File: config.mk
export PLATFORM = sky130hd
export DESIGN_NAME = riscv_v_csr_ctrl
export DESIGN_NICKNAME = d
export VERILOG_FILES = /design/src/rtl/riscv_v_csr_ctrl.sv
export SDC_FILE = /design/constraint.sdc
export NUM_CORES = 1
export LEC_CHECK = 0
export BUFFER_PORTS_ARGS = -buffer_cell sky130_fd_sc_hd__buf_4
export CAP_MARGIN = 0
export CORE_MARGIN = 2
export CORE_UTILIZATION = 33
export CTS_CLUSTER_SIZE = 8
export DETAILED_ROUTE_END_ITERATION = 10
export MAX_ROUTING_LAYER = met4
export REMOVE_ABC_BUFFERS = 1
export SKIP_LAST_GASP = 1
export SYNTH_ARGS = -nofsm -noshare
export SYNTH_HDL_FRONTEND = slang
export SYNTH_SLANG_ARGS = --single-unit
File: constraint.sdc
create_clock -name clk -period 5.2 [get_ports clk]
set_input_delay 0.52 -clock clk [delete_from_list [all_inputs] [get_ports clk]]
set_output_delay 0.52 -clock clk [all_outputs]
set_load 0.01 [all_outputs]
File: src/rtl/riscv_v_csr_ctrl.sv
// Vector CSR sequencer: runs vsetvl/vsetvli and Zicsr accesses, owns the single
// CSR write port per cycle and folds execution-side saturation events into vxsat.
module riscv_v_csr_ctrl #(
    parameter int VLEN = 128,
    parameter int XLEN = 32,
    parameter int VL_W = $clog2(VLEN/8)+1
) (
    input  logic            clk,
    input  logic            rst,
    input  logic            vset_valid,
    output logic            vset_ready,
    input  logic [XLEN-1:0] vset_avl,
    input  logic [7:0]      vset_vtype,
    input  logic            csr_valid,
    output logic            csr_ready,
    input  logic [11:0]     csr_addr,
    input  logic [1:0]      csr_op,
    input  logic [XLEN-1:0] csr_wdata,
    output logic            rsp_valid,
    input  logic            rsp_ready,
    output logic [XLEN-1:0] rsp_rdata,
    output logic            rsp_err,
    input  logic            vxsat_set,
    input  logic [XLEN-1:0] vtype_q,
    input  logic [VL_W-1:0] vl_q,
    input  logic [VL_W-1:0] vstart_q,
    input  logic [1:0]      vxrm_q,
    input  logic            vxsat_q,
    output logic            vtype_wr_en,
    output logic [XLEN-1:0] vtype_wdata,
    output logic            vl_wr_en,
    output logic [VL_W-1:0] vl_wdata,
    output logic            vstart_wr_en,
    output logic [VL_W-1:0] vstart_wdata,
    output logic            vxrm_wr_en,
    output logic [1:0]      vxrm_wdata,
    output logic            vxsat_wr_en,
    output logic            vxsat_wdata,
    output logic            busy
);

    localparam logic [1:0] ST_IDLE    = 2'd0;
    localparam logic [1:0] ST_VSET_WR = 2'd1;
    localparam logic [1:0] ST_CSR_WR  = 2'd2;
    localparam logic [1:0] ST_RESP    = 2'd3;

    localparam logic [1:0] OP_RW = 2'b01;
    localparam logic [1:0] OP_RS = 2'b10;
    localparam logic [1:0] OP_RC = 2'b11;

    localparam logic [XLEN-1:0] VLENB = XLEN'(VLEN/8);

    logic [1:0]      state_q, state_d;
    logic [XLEN-1:0] req_data_q, req_data_d;
    logic [7:0]      req_vtype_q, req_vtype_d;
    logic [11:0]     req_addr_q, req_addr_d;
    logic [1:0]      req_op_q, req_op_d;
    logic [XLEN-1:0] rdata_q, rdata_d;
    logic            err_q, err_d;
    logic            sat_pending_q, sat_pending_d;

    logic [2:0]      vsew;
    logic [XLEN-1:0] vlmax, vl_calc;
    logic            vtype_legal;

    always_comb begin
        vsew        = req_vtype_q[5:3];
        vlmax       = XLEN'(VLEN) >> (32'd3 + 32'(vsew));
        vtype_legal = (req_vtype_q[2:0] == 3'b000) && (vsew <= 3'd2) && (vlmax != '0);
        vl_calc     = '0;
        if (vtype_legal) vl_calc = (req_data_q < vlmax) ? req_data_q : vlmax;
    end

    logic [XLEN-1:0] csr_old, csr_new, field_mask;
    logic            csr_mapped, csr_ro, csr_err;

    always_comb begin
        csr_old    = '0;
        field_mask = '0;
        csr_mapped = 1'b1;
        csr_ro     = 1'b0;
        case (req_addr_q)
            12'h008: begin csr_old = XLEN'(vstart_q); field_mask = XLEN'({VL_W{1'b1}}); end
            12'h009: begin csr_old = XLEN'(vxsat_q);  field_mask = XLEN'(1); end
            12'h00A: begin csr_old = XLEN'(vxrm_q);   field_mask = XLEN'(3); end
            12'h00F: begin csr_old = XLEN'({vxrm_q, vxsat_q}); field_mask = XLEN'(7); end
            12'hC20: begin csr_old = XLEN'(vl_q); csr_ro = 1'b1; end
            12'hC21: begin csr_old = vtype_q;     csr_ro = 1'b1; end
            12'hC22: begin csr_old = VLENB;       csr_ro = 1'b1; end
            default: csr_mapped = 1'b0;
        endcase
        case (req_op_q)
            OP_RW:   csr_new = req_data_q;
            OP_RS:   csr_new = csr_old | req_data_q;
            OP_RC:   csr_new = csr_old & ~req_data_q;
            default: csr_new = '0;
        endcase
        csr_new = csr_new & field_mask;
        // Read-only CSRs tolerate RS/RC with a zero operand: that is a pure read.
        csr_err = (req_op_q == 2'b00) || !csr_mapped ||
                  (csr_ro && ((req_op_q == OP_RW) || (req_data_q != '0)));
    end

    always_comb begin
        state_d       = state_q;
        req_data_d    = req_data_q;
        req_vtype_d   = req_vtype_q;
        req_addr_d    = req_addr_q;
        req_op_d      = req_op_q;
        rdata_d       = rdata_q;
        err_d         = err_q;
        vset_ready    = 1'b0;
        csr_ready     = 1'b0;
        rsp_valid     = 1'b0;
        rsp_rdata     = '0;
        rsp_err       = 1'b0;
        vtype_wr_en   = 1'b0;
        vtype_wdata   = '0;
        vl_wr_en      = 1'b0;
        vl_wdata      = '0;
        vstart_wr_en  = 1'b0;
        vstart_wdata  = '0;
        vxrm_wr_en    = 1'b0;
        vxrm_wdata    = '0;
        vxsat_wr_en   = 1'b0;
        vxsat_wdata   = 1'b0;
        case (state_q)
            ST_IDLE: begin
                vset_ready = 1'b1;
                csr_ready  = !vset_valid;
                if (vset_valid) begin
                    req_data_d  = vset_avl;
                    req_vtype_d = vset_vtype;
                    state_d     = ST_VSET_WR;
                end else if (csr_valid) begin
                    req_data_d = csr_wdata;
                    req_addr_d = csr_addr;
                    req_op_d   = csr_op;
                    state_d    = ST_CSR_WR;
                end
            end
            ST_VSET_WR: begin
                vl_wr_en     = 1'b1;
                vl_wdata     = vl_calc[VL_W-1:0];
                vtype_wr_en  = 1'b1;
                vtype_wdata  = vtype_legal ? XLEN'(req_vtype_q) : {1'b1, {(XLEN-1){1'b0}}};
                vstart_wr_en = 1'b1;
                rdata_d      = vl_calc;
                err_d        = 1'b0;
                state_d      = ST_RESP;
            end
            ST_CSR_WR: begin
                rdata_d = csr_old;
                err_d   = csr_err;
                if (!csr_err && !csr_ro) begin
                    case (req_addr_q)
                        12'h008: begin vstart_wr_en = 1'b1; vstart_wdata = csr_new[VL_W-1:0]; end
                        12'h009: begin vxsat_wr_en = 1'b1; vxsat_wdata = csr_new[0]; end
                        12'h00A: begin vxrm_wr_en = 1'b1; vxrm_wdata = csr_new[1:0]; end
                        12'h00F: begin
                            vxrm_wr_en  = 1'b1;
                            vxrm_wdata  = csr_new[2:1];
                            vxsat_wr_en = 1'b1;
                            vxsat_wdata = csr_new[0];
                        end
                        default: ;
                    endcase
                end
                state_d = ST_RESP;
            end
            default: begin
                rsp_valid = 1'b1;
                rsp_rdata = rdata_q;
                rsp_err   = err_q;
                if (rsp_ready) state_d = ST_IDLE;
            end
        endcase
        // A software vxsat write this cycle wins; the pending event lands next cycle.
        sat_pending_d = sat_pending_q | vxsat_set;
        if (sat_pending_q && !vxsat_wr_en) begin
            vxsat_wr_en   = 1'b1;
            vxsat_wdata   = 1'b1;
            sat_pending_d = vxsat_set;
        end
        busy = (state_q != ST_IDLE) || sat_pending_q;
    end

    always_ff @(posedge clk or posedge rst) begin
        if (rst) begin
            state_q       <= ST_IDLE;
            req_data_q    <= '0;
            req_vtype_q   <= '0;
            req_addr_q    <= '0;
            req_op_q      <= '0;
            rdata_q       <= '0;
            err_q         <= 1'b0;
            sat_pending_q <= 1'b0;
        end else begin
            state_q       <= state_d;
            req_data_q    <= req_data_d;
            req_vtype_q   <= req_vtype_d;
            req_addr_q    <= req_addr_d;
            req_op_q      <= req_op_d;
            rdata_q       <= rdata_d;
            err_q         <= err_d;
            sat_pending_q <= sat_pending_d;
        end
    end

endmodule

== Yosys cells after proc, flatten, opt, wreduce, memory -nomap -nowiden ==
Index checks and enable logic that the tools add are counted.
Widths: inputs -> output; s select.

* Add/subtract/negate cells: 1
* Magnitude comparators: 2
* Equal/unequal tests: 13
* Shifts and indexed selects: 1
* Muxes and demuxes: 45
* Bitwise operators: 6
* Reduce and logical (&&, ||, !) cells: 33

{| class="wikitable"
|+ Operator list
! kind !! count
|-
| $mux 32 || 7
|-
| $pmux 32 s7 || 1
|-
| $pmux 32 s2 || 1
|-
| $reduce_bool 32->1 || 2
|-
| $eq 12x4->1 const B || 4
|-
| $eq 12x12->1 const B || 3
|-
| $lt 32x32->1 || 1
|-
| $shr 8x4->32 const A || 1
|-
| $mux 1 || 21
|-
| $mux 5 || 4
|-
| $pmux 5 s4 || 1
|-
| $pmux 5 s3 || 1
|-
| $and 5x5->5 || 2
|-
| $mux 2 || 5
|-
| $pmux 2 s2 || 2
|-
| $reduce_or 7->1 || 1
|-
| $eq 2x2->1 const B || 3
|-
| $reduce_and 2->1 || 3
|-
| $reduce_bool 2->1 || 3
|-
| $reduce_or 2->1 || 3
|-
| $reduce_or 3->1 || 2
|-
| $logic_and 1x1->1 || 5
|-
| $logic_not 1->1 || 5
|-
| $not 5->5 || 1
|-
| 13 further kinds || 19
|}

* Bits in registers: 90
* Output and inout bits: 87

== Longest topological paths before layout ==
* Depth after elaboration: 13
* Gate-level depth with buffers: 9
* Depth with buffers taken out: 9

== Worst setup path before layout ==
No wires, ideal clock.

* Kind: register -> output
* From: register req_vtype_q[3]
* To: output vl_wdata[3]
* Arrival: 2069 ps
* Path slack: 2611 ps
* Stages on the path, launching flop included: 7
* Path buffers: 0
* Path through: dfrtp_1 or3b_2 ha_1 a21oi_2 o311ai_4 mux2_4 nor2_1

* Word-level cells in the longest chain between the ends: 6
* Elaborated cells between the ends (all ways): 10

{| class="wikitable"
|+ RTL lines
! element !! line !! text
|-
| from (decl) || 55 || <nowiki>logic [7:0] req_vtype_q, req_vtype_d;</nowiki>
|-
| from (signal assigned) || 201 || <nowiki>req_vtype_q <= req_vtype_d;</nowiki>
|-
| $add 2x3->4 || 68 || <nowiki>vlmax = XLEN'(VLEN) >> (32'd3 + 32'(vsew));</nowiki>
|-
| $shr 8x4->32 || 68 ||
|-
| $lt 32x32->1 or $reduce_bool 32->1 (tied branches) || 71, 69 ||
|-
| $mux 32 or $logic_and 1x1->1 (tied branches) || 71, 69 ||
|-
| $mux 32 (*) || 71 || <nowiki>if (vtype_legal) vl_calc = (req_data_q < vlmax) ? req_data_q : vlmax;</nowiki>
|-
| $mux 5 (*) || 127 || <nowiki>case (state_q)</nowiki>
|-
| to (decl) || 32 || <nowiki>output logic [VL_W-1:0] vl_wdata,</nowiki>
|}

Mark *: on every way between the ends. The rest lies on a longest branch, timed or not.

== Final worst setup path ==
* From: register state_q[0]
* To: output vstart_wr_en

* Word-level cells in the longest chain between the ends: 2
* Elaborated cells between the ends (all ways): 3

{| class="wikitable"
|+ RTL lines
! element !! line !! text
|-
| from (decl) || 53 || <nowiki>logic [1:0] state_q, state_d;</nowiki>
|-
| from (signal assigned) || 199 || <nowiki>state_q <= state_d;</nowiki>
|-
| $eq 2x2->1 or $eq 2x1->1 (tied branches) || 127 ||
|-
| $pmux 1 s2 (*) || 127 ||
|-
| to (decl) || 33 || <nowiki>output logic vstart_wr_en,</nowiki>
|}

Marks and branches as above.

==> impl_metrics.toml <==
[worst_setup_path]
critPathMaxStageDelay_ps = 830
criticalPathCategory = "reg -> out"
r2r_cells = 5
cp_data_required_time_ps = 4680
worst-path-max-fanout = 34
worstSetupStartpointType = "flip-flop"
cp.depth = 5
critPathSlowestCell = "clkinv_1"
end_kind = "primary output"
cp_cell_sequence = "inv_1 -> ha_1 -> clkinv_1 -> a21oi_1 -> buf_4"
path_buf_inv = 3
worstPathArrival_ps = 2690
critPathTopFamily = "buffers and inverters"

[routing]
ant_nets = 0
wl_mm = 13.2
via_per_inst = 4.84
drtIter0Drc = 106
firstDrtPassIters = 4
avgRoutedWirePerCell_um = 15.3
remaining_drc_errors = 0
vias = 4185

[synthesis]
yosysWarnings = 0
synth-async-reset-ratio_pct = 100
synthSimpleGateAreaFrac_pct = 16.6
avgSynthCellArea_um2 = 10.1
syn_inst = 496
ys_top_cells_by_area = "dfrtp_1 (45%), mux2i_1 (7.2%), mux2_2 (6.1%)"
syn_area_mm2 = 0.00502
ys_dominant_reg_cell = "dfrtp_1"
yosysUniqueCellTypes = 54
synth-seq-cells = 90
synth_top_area_cell = "dfrtp_1"
synth_edf_count = 0
synth_top_family_by_area = "simple AND/OR/NAND/NOR gates"
synthMuxAreaShare_pct = 13.8
synth_fa_ha_area_share_pct = 2.00
synth_xor_area_share_pct = 0.175
yosysTopAreaCellShare_pct = 44.9
synth_compound_area_share_pct = 14.8
ys_seq_area_share_pct = 44.9

[clocking]
ctsResizeCount = 0
clkSlewWorstSetupHoldPaths_ps = 60
postCtsSetupBuffers = 0
cts_hold_buffers = 0
cts.htree.levels = 3
cts_made_buffers = 9
clockRootBuffer = "clkbuf_16"
insertion_delay_ps = 330
clockBufferDepth = 2
cts_sinks = 90
cts_tree = "built"

[sta]
finalSetupViolations = 0
rsz0062_at_grt = "false"
final_max_slew_viol_count = 0
relSlewSlack_pct = 25.7
setup_ws_ps = 1990
tightest_slew_ps = 1110
min_period_over_period_pct = 61.8
period_needed_ps = 3210
fin_tns_setup_ps = 0
skew_ps = 5.15
fmax_mhz = 311
hold_slack_ps = 366
hold_viol = 0

[finish]
area_growth_syn_to_layout_pct = 34.5
n_fill_cell = 1458
final_area_mm2 = 0.00675
drive_gt1_share_pct = 36.8
final_cell_mix = "buf_4 (197), dfrtp_1 (90), nand2_1 (53), and2_1 (41), o21ai_0 (39)"
register_area_mm2 = 0.00225
layout_commonest_cell = "buf_4"
num_antenna_cells = 0
multi_input_area_mm2 = 0.00249
final_nets = 819

[min_path]
hold_depth = 2
hold_path_class = "in -> reg"

[global_route]
antenna_found_initial = 0
grt_pass1_wl_mm = 21.4
grt_max_degree = 91
grt_usage_pct = 17.3
grt-ovfl-total = 0
grt_pass1_vias = 4188

[die]
die-height_um = 127
core_mm2 = 0.0150
ios = 224
die_x_um = 127
core.rowCount = 45
die_area_mm2 = 0.0162
initial_core_util_pct = 33.4

[placed_design]
hpwl_mm = 10.1
io_buffer_count = 196
gp_congestion = 0.801
place_ws_ps = 2320
postPlaceCellArea_mm2 = 0.00651

[flow_run]
cap_violations = 0

[power]
peakVddDrop_v = 0.000164
power_density_mw_per_mm2 = 410
p_leak_nw = 3.35

[outcome]
status = "finished clean"
## synth_stat cells (6+ instances only)
master	number
and2_1	41
buf_4	31
nand2_1	53
nor3_1	6
mux2_2	27
a21oi_1	8
nor4_1	7
buf_2	7
ha_1	8
nor2b_1	7
clkbuf_1	18
mux2i_1	36
nor2_1	21
o21ai_0	39
dfrtp_1	90
inv_1	12
a22o_1	29
## cells by family (layout without fill, tap and decap cells)
family,Yosys count,in the layout
XOR/XNOR,1,1
AO/OA/AOI/OAI,105,105
buffers and inverters,69,223
AND/OR/NAND/NOR,157,157
adder cells (fa/ha/maj),8,8
multiplexers,65,65
flip-flops,90,90
other,1,27
## per-stage QoR
step | instances | util [%] | power (mW)
2_1_floorplan | 466 | - | 1.84
3_3_place_gp | 851 | 43.3 | 2.20
3_5_place_dp | 851 | 43.3 | 2.24
4_1_cts | 864 | 44.9 | 2.81
5_1_grt | 864 | 44.9 | 3.02
6_report | 864 | 44.9 | 2.77
## routing by layer
metal,share of wire (%),GRT usage (%),vias to the layer above
met5,0,-,-
li1,-,-,2041
met4,1.1,5.62,0
met1,45,22.2,1955
met2,48,27.7,178
met3,6.2,3.18,11
## flip-flops by register name (all words and copies together) (netlist names)
name	flops
err_q	1
rdata_q	32
req_addr_q	12
req_data_q	32
req_op_q	2
req_vtype_q	8
sat_pending_q	1
state_q	2
## power breakdown
group | switching, mW | leakage, nW | internal, mW
Clock | 0.239 | 0.118 | 0.315
Combinational | 0.585 | 2.07 | 0.470
Sequential | 0.231 | 1.15 | 0.925
Total | 1.05 | 3.35 | 1.71
## worst register-to-register path, delay by kind of cell (launching register included)
kind                       cells  cell delay (ps)
AOI/OAI and AO/OA              2              590
adders and majority gates      1              450
buffers and inverters          2              920
DFF                            1              390
## area by class of cell
type / count / share of cell area, %
flip-flops and latches: 90 / 33.4
clock inverters: 1 / 0.0742
repair buffers: 197 / 21.9
multi-input cells: 363 / 36.9
clock buffers: 12 / 3.50
well taps: 188 / 3.49
inverters: 13 / 0.760
## path summary, 6_finish.rpt
kind / start / to / slack, ps
worst max-delay path: state_q[0] / vstart_wr_en / 1990
worst min-delay path: vxsat_set / sat_pending_q / 370
worst max register to register: state_q[0] / rdata_q[2] / 2710
worst min register to register: req_data_q[13] / req_data_q[13] / 480
max in group asynchronous: rst / rdata_q[4] / 4010
min in group asynchronous: rst / req_vtype_q[7] / 440
Note: power is estimated with default switching activity, not from simulation.
